==> config.mk <==
export PLATFORM = sky130hd
export DESIGN_NAME = vga_sync_rx
export DESIGN_NICKNAME = d
export VERILOG_FILES = /design/src/rtl/vga_sync_rx.sv
export SDC_FILE = /design/constraint.sdc
export NUM_CORES = 1
export LEC_CHECK = 0
export BUFFER_PORTS_ARGS = -buffer_cell sky130_fd_sc_hd__buf_4
export CORE_MARGIN = 5
export CORE_UTILIZATION = 50
export CTS_CLUSTER_SIZE = 24
export DETAILED_ROUTE_END_ITERATION = 10
export GPL_TIMING_DRIVEN = 0
export HOLD_SLACK_MARGIN = 0.1
export PLACE_DENSITY = 0.75
export SLEW_MARGIN = 30
export SYNTH_ARGS = -nofsm -noshare
export SYNTH_HDL_FRONTEND = slang
export SYNTH_SLANG_ARGS = --single-unit
export TNS_END_PERCENT = 30
==> constraint.sdc <==
create_clock -name clock -period 3.3 [get_ports clock]
set_clock_uncertainty 0.2 [all_clocks]
set_input_delay 0.33 -clock clock [delete_from_list [all_inputs] [get_ports clock]]
set_output_delay 0.33 -clock clock [all_outputs]
set_load 0.01 [all_outputs]
==> src/rtl/vga_sync_rx.sv <==
// vga_sync_rx: VGA timing receiver; recovers pixel coordinates, checks line/frame timing, reports lock.
// Optional macro VGA_RX_CRC_EN adds a CRC-16-CCITT of each frame's visible pixels on frame_crc.
module vga_sync_rx #(
    parameter int H_VISIBLE   = 640,
    parameter int H_FRONT     = 16,
    parameter int H_SYNC      = 96,
    parameter int H_BACK      = 48,
    parameter int V_VISIBLE   = 480,
    parameter int V_FRONT     = 10,
    parameter int V_SYNC      = 2,
    parameter int V_BACK      = 33,
    parameter bit SYNC_ACT    = 1'b0,
    parameter int LOCK_FRAMES = 2
) (
    input  logic        clock,
    input  logic        reset,
    input  logic        ena,
    input  logic        hsync,
    input  logic        vsync,
    input  logic [1:0]  r,
    input  logic [1:0]  g,
    input  logic [1:0]  b,
    output logic [9:0]  x,
    output logic [9:0]  y,
    output logic [5:0]  rgb,
    output logic        pix_valid,
    output logic        frame_start,
    output logic        locked,
    output logic        timing_err,
    output logic [15:0] frame_crc
);
    localparam int H_TOTAL = H_VISIBLE + H_FRONT + H_SYNC + H_BACK;
    localparam int V_TOTAL = V_VISIBLE + V_FRONT + V_SYNC + V_BACK;
    localparam logic [10:0] H_LAST      = 11'(H_TOTAL - 1);
    localparam logic [10:0] H_SYNC_LAST = 11'(H_SYNC - 1);
    localparam logic [10:0] H_START     = 11'(H_SYNC + H_BACK);
    localparam logic [10:0] H_END       = 11'(H_SYNC + H_BACK + H_VISIBLE);
    localparam logic [9:0]  V_LAST      = 10'(V_TOTAL - 1);
    localparam logic [9:0]  V_START     = 10'(V_SYNC + V_BACK);
    localparam logic [9:0]  V_END       = 10'(V_SYNC + V_BACK + V_VISIBLE);
    localparam logic [2:0]  LOCK_N      = 3'(LOCK_FRAMES);

    typedef enum logic [1:0] {SEARCH, ACQUIRE, LOCKED} state_t;

    state_t      state_q, state_d;
    logic [10:0] hcnt_q, hcnt_d;
    logic [9:0]  vcnt_q, vcnt_d;
    logic        hs_act_q, hs_act_d, vs_act_q, vs_act_d, vs_line_q, vs_line_d;
    logic [2:0]  count_q, count_d;
    logic [9:0]  x_q, x_d, y_q, y_d;
    logic [5:0]  rgb_q, rgb_d;
    logic        pix_valid_q, pix_valid_d, frame_start_q, frame_start_d;
    logic        timing_err_q, timing_err_d;
    logic        hs_now, vs_now, hs_lead, hs_trail, vs_lead, visible, timeout, err;

    // Edge detection runs on the sync activity level, so SYNC_ACT only matters here.
    always_comb begin
        hs_now    = (hsync == SYNC_ACT);
        vs_now    = (vsync == SYNC_ACT);
        hs_lead   = ena && hs_now && !hs_act_q;
        hs_trail  = ena && !hs_now && hs_act_q;
        vs_lead   = ena && vs_now && !vs_act_q;
        hs_act_d  = ena ? hs_now : hs_act_q;
        vs_act_d  = ena ? vs_now : vs_act_q;
        hcnt_d    = hcnt_q;
        vcnt_d    = vcnt_q;
        vs_line_d = vs_line_q;
        if (ena) begin
            if (hs_lead)
                hcnt_d = '0;
            else if (hcnt_q != 11'h7FF)
                hcnt_d = hcnt_q + 11'd1;
        end
        if (hs_lead) begin
            vs_line_d = vs_now;
            if (vs_now && !vs_line_q)
                vcnt_d = '0;
            else if (vcnt_q != 10'h3FF)
                vcnt_d = vcnt_q + 10'd1;
        end
    end

    // Timeouts are checked in every state; an error always beats a same-cycle lock step.
    always_comb begin
        timeout = ena && ((hcnt_d == 11'h7FF && hcnt_q != 11'h7FF) ||
                          (vcnt_d == 10'h3FF && vcnt_q != 10'h3FF));
        err = timeout;
        if (state_q != SEARCH) begin
            if (hs_lead && hcnt_q != H_LAST)
                err = 1'b1;
            if (hs_trail && hcnt_q != H_SYNC_LAST)
                err = 1'b1;
            if (vs_lead && vcnt_q != V_LAST)
                err = 1'b1;
        end
        visible = ena && hcnt_d >= H_START && hcnt_d < H_END &&
                  vcnt_d >= V_START && vcnt_d < V_END;
        state_d = state_q;
        count_d = count_q;
        if (err) begin
            state_d = SEARCH;
            count_d = '0;
        end else if (vs_lead) begin
            case (state_q)
                SEARCH: begin
                    state_d = ACQUIRE;
                    count_d = '0;
                end
                ACQUIRE: begin
                    count_d = count_q + 3'd1;
                    if (count_q + 3'd1 == LOCK_N)
                        state_d = LOCKED;
                end
                default: ;
            endcase
        end
        x_d   = x_q;
        y_d   = y_q;
        rgb_d = rgb_q;
        if (visible) begin
            x_d   = 10'(hcnt_d - H_START);
            y_d   = vcnt_d - V_START;
            rgb_d = {r, g, b};
        end
        pix_valid_d   = visible && state_q == LOCKED && !err;
        frame_start_d = vs_lead;
        timing_err_d  = err;
    end

    always_ff @(posedge clock) begin
        if (reset) begin
            state_q       <= SEARCH;
            hcnt_q        <= '0;
            vcnt_q        <= '0;
            hs_act_q      <= 1'b0;
            vs_act_q      <= 1'b0;
            vs_line_q     <= 1'b0;
            count_q       <= '0;
            x_q           <= '0;
            y_q           <= '0;
            rgb_q         <= '0;
            pix_valid_q   <= 1'b0;
            frame_start_q <= 1'b0;
            timing_err_q  <= 1'b0;
        end else begin
            state_q       <= state_d;
            hcnt_q        <= hcnt_d;
            vcnt_q        <= vcnt_d;
            hs_act_q      <= hs_act_d;
            vs_act_q      <= vs_act_d;
            vs_line_q     <= vs_line_d;
            count_q       <= count_d;
            x_q           <= x_d;
            y_q           <= y_d;
            rgb_q         <= rgb_d;
            pix_valid_q   <= pix_valid_d;
            frame_start_q <= frame_start_d;
            timing_err_q  <= timing_err_d;
        end
    end

    assign x           = x_q;
    assign y           = y_q;
    assign rgb         = rgb_q;
    assign pix_valid   = pix_valid_q;
    assign frame_start = frame_start_q;
    assign timing_err  = timing_err_q;
    assign locked      = (state_q == LOCKED);

`ifdef VGA_RX_CRC_EN
    logic [15:0] crc_acc_q, crc_acc_d, frame_crc_q, frame_crc_d;

    function automatic logic [15:0] crc_step(input logic [15:0] crc_in, input logic [5:0] data);
        logic [15:0] c;
        c = crc_in;
        for (int i = 5; i >= 0; i--) begin
            if (c[15] ^ data[i])
                c = {c[14:0], 1'b0} ^ 16'h1021;
            else
                c = {c[14:0], 1'b0};
        end
        return c;
    endfunction

    // Accumulates regardless of lock so the CRC also reflects frames seen while acquiring.
    always_comb begin
        crc_acc_d   = crc_acc_q;
        frame_crc_d = frame_crc_q;
        if (vs_lead) begin
            frame_crc_d = crc_acc_q;
            crc_acc_d   = 16'hFFFF;
        end else if (visible) begin
            crc_acc_d = crc_step(crc_acc_q, {r, g, b});
        end
    end

    always_ff @(posedge clock) begin
        if (reset) begin
            crc_acc_q   <= 16'hFFFF;
            frame_crc_q <= '0;
        end else begin
            crc_acc_q   <= crc_acc_d;
            frame_crc_q <= frame_crc_d;
        end
    end

    assign frame_crc = frame_crc_q;
`else
    assign frame_crc = 16'h0000;
`endif
endmodule

== Yosys cells after proc, flatten, opt, wreduce, memory -nomap -nowiden ==
Cells that the tools add are included.
Word-level totals
  bits in registers: 58
  latch bits: 0
  bits in writable memories: 0
  bits in read-only memories: 0
  input port bits: 11
  output and inout port bits: 46
  logic and storage cells: 78
  memories: 0
Operators by class
  $add $sub $neg: 5
  multiply operators: 0
  divide/modulo/power cells: 0
  order comparisons: 4
  equality and inequality tests: 11
  shift-type cells: 0
  multiplexer cells: 13
  bitwise operators: 2
  reduce and logical (&&, ||, !) cells: 30
Operators with widths (number)
  $mux W11: 3
  $mux W10: 3
  $ne A10 B10 Y1 const B: 2
  $logic_and A1 B1 Y1: 19
  $add A11 B1 Y11 const B: 1
  $eq A11 B11 Y1 const B: 1
  $ge A11 B8 Y1 const B: 1
  $lt A11 B10 Y1 const B: 1
  $ne A11 B10 Y1 const B: 1
  $ne A11 B11 Y1 const B: 1
  $ne A11 B7 Y1 const B: 1
  $add A10 B1 Y10 const B: 1
  $eq A10 B10 Y1 const B: 1
  $ge A10 B6 Y1 const B: 1
  $lt A10 B10 Y1 const B: 1
  $sub A10 B6 Y10 const B: 1
  $sub A10 B8 Y10 const B: 1
  $pmux W3 S2: 1
  $logic_not A1 Y1: 4
  $mux W1: 4
  $pmux W2 S2: 1
  $reduce_bool A2 Y1: 2
  $add A3 B1 Y3 const B: 1
  $eq A3 B2 Y1 const B: 1
  other kinds (10): 11

== Longest topological paths before layout ==
  depth in word-level cells: 15
  depth in mapped cells: 16
  mapped depth without buffers: 14

== Worst setup path after synthesis ==
Ideal clock, no wire load.
  path type: input-to-reg
  start: input port ena
  end: register rgb_q[3] (netlist: rgb[3])
  arrival: 3127 ps
  data required time: 2972 ps
  path slack: -155 ps
  stages on the path: 16
  buffers on the path: 4
  cells stage by stage: buf_4 -> nor3b_1 -> buf_2 -> buf_1 -> nand2_1 -> a21oi_1 -> inv_1 -> ha_1 -> inv_1 -> o31ai_1 -> o41ai_2 -> a21oi_1 -> o2111ai_4 -> buf_6 -> mux2i_1 -> nor2_1
Between the ends
  elaborated cells on any way between the ends: 13
  those cells by class: order compare (4); mux (3); reduce/logical (6)
RTL lines
  start, declared: RTL line 17  | input logic ena,
  $logic_and A1 B1 Y1 * (2 in series): RTL line 60  | hs_lead = ena && hs_now && !hs_act_q;
  $mux W10 *: RTL line 74  | if (hs_lead) begin
  net vcnt_d[0]: RTL line 47  | logic [9:0] vcnt_q, vcnt_d;
  $ge A10 B6 Y1: RTL line 97  | vcnt_d >= V_START && vcnt_d < V_END;
  $logic_and A1 B1 Y1: RTL line 96  | visible = ena && hcnt_d >= H_START && hcnt_d < H_END &&
  $logic_and A1 B1 Y1 *: RTL line 97
  end signal, assigned: RTL line 155  | rgb_q <= rgb_d;
  end, declared: RTL line 51  | logic [5:0] rgb_q, rgb_d;
Mark *: on every way through the listed nets, which the timed path passes. The rest lies on a longest branch.
A chain may end at the register's enable or synchronous reset.

== Worst setup path after layout ==
  start: register vcnt_q[0]
  end: register rgb_q[5] (netlist: rgb[5])
Between the ends
  word-level cells in the longest chain between the ends: 7
  elaborated cells on any way between the ends: 9
  those cells by class: add/sub (1); order compare (2); eq/ne (1); mux (3); reduce/logical (2)
RTL lines
  start, declared: RTL line 47
  start signal, assigned: RTL line 148  | vcnt_q <= vcnt_d;
  $add A10 B1 Y10 / $ne A10 B10 Y1 (equally long branches): RTL line 79, 78
  $mux W10: RTL line 78  | else if (vcnt_q != 10'h3FF)
  $mux W10: RTL line 76  | if (vs_now && !vs_line_q)
  $mux W10 *: RTL line 74
  net vcnt_d[0]: RTL line 47
  $ge A10 B6 Y1: RTL line 97
  $logic_and A1 B1 Y1: RTL line 96
  $logic_and A1 B1 Y1 *: RTL line 97
Marked as above.

==> impl_summary.txt <==
----------------------------------------------------
[STA]
  Fmax ... 0.308 GHz
  Relative slew margins ... a little under three fifths
  Setup violation total in the final timing report ... 0
  Final-report max-slew violation count ... 0
  Final worst slack ... 0.0513 ns
  Tmin final ... approximately 3.2 ns
  Crit share post-route ... 98.4%
  Accumulated negative setup slack ... 0 ns
  RSZ-0062 raised after global routing ... yes
  Transition time of the tightest slew-check pin ... roughly 0.64 ns
  Final hold violations ... 0

[GRT]
  Aggregate global-route resource usage ... a little under a quarter
  Maximum number of pins on one net before global-route repair ... 11
  First-pass GRT wire length ... approximately 17,000 um
  Via count of the first global-routing pass ... around 3,400
  Grt total ovfl ... 0
  Initial antenna violation count ... 0

[Drt]
  Total via count in the routed design ... approximately 3,500
  Routed len/inst ... 16.4 um
  Via/cell ratio ... 5.72
  Number of detailed-routing iterations run before antenna repair ... 5
  DRC violation total after the first TritonRoute iteration ... 285
  Post-route DRC violation count ... 0
  Total length of routed wires ... just under 10,000 um
  Antenna violation net count after detailed routing ... 0

[Logic synthesis]
  Synthesized area per cell ... approximately 8.5 um^2
  Mapped Area ... 3520 um^2
  Proportion of synthesized flip-flops having asynchronous set or reset ... 0%
  Post-synth top area share ... 33.0%
  Distinct cell type count of the synthesized netlist ... 69
  Share of synthesized area occupied by flip-flops and latches ... 33.0%
  Synth Instances ... 416
  Area contributors post-synth ... dfxtp_1 (33%), nor2_1 (5.7%), mux2i_1 (5.1%)
  Post-synth top flop ... dfxtp_1
  Count of synthesis-stage warnings from yosys ... 0
  Count of flip-flops with a built-in enable after synthesis ... 0
  Seq cells post-synth ... a little under 60
  Cell type contributing the most total cell area after synthesis ... dfxtp_1

[Worst setup path]
  Critical path fanouts, max ... 7
  Worst path arrival time ... 3.25 ns
  Setup slack on the worst flop-to-flop path ... between 0.05 and 0.06 ns
  Worst-path cell with the longest stage delay ... dfxtp_4
  Cells along the critical path ... ha_4, and2_1, nand4_1, nand2_2, a21oi_2, inv_2, ha_4, inv_2, o31ai_4, o41ai_2, buf_4, a21oi_4, o2111ai_4, buf_4, buf_16, mux2i_1, nor2_1
  Worst Setup Start Kind ... register
  Type of the worst setup path ... reg -> reg
  Critical path required time ... 3.30 ns
  Critical Path Sink Type ... register
  Largest stage delay, worst path ... ~0.38 ns

[Floorplan]
  IO Pins ... 57
  Chip Width ... 93.9 um
  Starting Density ... 51.5%
  Core area ... 6830 um^2
  Height of the chip ... between 90 and 100 um
  Total number of placement rows ... 30
  Total Die Area ... 8810 um^2

[Place]
  Count of buffers inserted at the top-level ports ... 38
  Worst slack at placement ... -0.614 ns
  Instance area after placement ... 4000 um^2
  Instance count after placement with tap cells included ... 565
  HPWL after detailed placement ... 6980 um
  GP Congestion ... 0.914

[Flow run]
  Number of max-cap violations ... 0

[Layout]
  Fraction of the core area covered by cells at the end of the flow ... between 60% and 70%
  Antenna fix cells ... 0
  Number of standard cells in the final layout excluding fillers ... 604
  Count of nets after finishing ... 522
  Final cell area excluding filler cells ... 4710 um^2
  Fraction of final layout cells with drive strength greater than 1 ... 30.5%
  Area grow syn2layout ... 33.8%

[CTS]
  Clock tree root buffer cell ... clkbuf_8
  Buffers from clock root to sink, at most ... 2
  CTS tree ... yes
  Clock Latency Late Sink ... 0.33 ns
  Htree depth ... 3
  Number of CTS-inserted buffers ... 9
  Clock-pin slew on the worst setup and hold paths ... ~0.070 ns
  Total clock sinks ... a little under 60

[Worst hold path]
  Path category of the worst min-delay check ... in -> reg

[Run status]
  Status ... finished, final reports clean

[Power and ir drop]
  Cell Pwr Density ... 370 nW/um^2
  Total leakage power ... 2.03 nW
  Largest vdd supply drop ... 213 uV

----------------------------------------------------
## stage by stage
stage | hold slack, ns | power [mW]
floorplan | 0.226 | 0.814
global placement | 0.262 | 0.847
detailed placement | 0.276 | 0.848
CTS | 0.163 | 1.74
global route | 0.184 | 1.81
finish | 0.191 | 1.74
## layout by cell type, fill, tap and decap left out, types with 3 or more instances in the layout
master,instances
buf_4,78
nor2_1,53
dfxtp_1,48
nand3_1,19
mux2i_1,18
nand2_1,17
conb_1,16
nor3_1,15
a21oi_1,15
nand4_1,11
xnor2_1,10
clkbuf_8,10
o211ai_1,9
dfxtp_2,9
and2_1,8
clkbuf_1,8
dlygate4sd3_1,8
inv_1,7
o21ai_0,7
buf_6,6
nor4_1,6
nor3b_1,6
and4_1,5
and3_1,5
xor2_1,5
nand2b_1,5
a211oi_1,5
nor2b_1,4
a211oi_2,4
ha_1,4
bufinv_16,4
nand3_2,3
o41ai_2,3
a31o_1,3
ha_4,3
## cell families (layout without fill, tap and decap cells)
family / Yosys count / after routing / synth area share (%)
flops: 58 / 58 / 33.0
buf+inv: 53 / 130 / 8.29
mux: 18 / 18 / 5.12
xor+xnor: 15 / 15 / 3.74
simple gates: 179 / 179 / 27.4
other cells: 1 / 16 / 0.107
compound gates: 84 / 84 / 19.5
fa+ha+maj: 8 / 8 / 2.85
## routing by layer
layer | wire, um | track usage (%) | share of wire [%]
met4 | 196 | 8.30 | 2.0
met5 | 0 | 0 | 0
met3 | 871 | 5.77 | 8.8
met2 | 4390 | 36.4 | 44
met1 | 4470 | 32.7 | 45
## worst paths after layout
kind / start / to / cells after the start
worst max-delay path: vcnt_q[0] / rgb[5] / 17
worst min-delay path: vsync / state_q[1] / 4
worst min register to register: y[7] / y[7] / 2
worst max register to register: vcnt_q[0] / rgb[5] / 17
## worst max-delay path, delay by kind of cell (launching register included)
kind | cells | cell delay [ns]
buf+inv | 5 | 0.60
mux | 1 | 0.17
fa+ha+maj | 2 | 0.35
flops | 1 | 0.38
simple gates | 4 | 0.49
compound gates | 5 | 0.91
## cells in the mapped netlist (all sizes together), types with 6 or more instances
cell and number:
dfxtp 58, o21ai 8, nand4 11, xnor2 10, and3 6, o31ai 6, nor2 54, buf 24
ha 8, and2 8, nand2 19, and4 6, a21oi 17, nor4 8, nor3b 8, inv 9
nand3 22, mux2i 18, clkbuf 20, o211ai 9, a211oi 9, nor3 18
## registers in the layout, summed over array words and instances, names as in the netlist
name,flops
timing_err,1
vcnt_q,10
x,10
y,10
state_q,2
rgb,6
pix_valid,1
vs_line_q,1
count_q,3
hs_act_q,1
vs_act_q,1
hcnt_q,11
frame_start,1
## power by group
| part | switching, mW | internal, mW | total (mW) |
|---|---|---|---|
| clock | 0.286 | 0.598 | 0.884 |
| sequential | 0.0100 | 0.707 | 0.717 |
| combinational | 0.0805 | 0.0616 | 0.142 |
| total | 0.376 | 1.37 | 1.74 |
## area by class of cell
class,instances,area [um^2]
Multi-Input combinational cell,320,2280
Fill cell,554,2120
Sequential cell,58,1180
Timing Repair Buffer,70,573
Buffer,35,253
Clock buffer,11,141
Clock inverter,5,125
Tap cell,96,120
Inverter,9,33.8
## repair_timing
| item | in CTS | in global routing |
|---|---|---|
| hold endpoints to repair | 9 | 0 |
| pin swaps | 7 | 12 |
| setup buffers | 12 | 11 |
| hold buffers | 8 | 0 |
| cloned | 1 | 0 |
| gates resized for setup | 29 | 36 |
| setup endpoints to repair | 27 | 30 |
(Power assumes the default switching activity.)
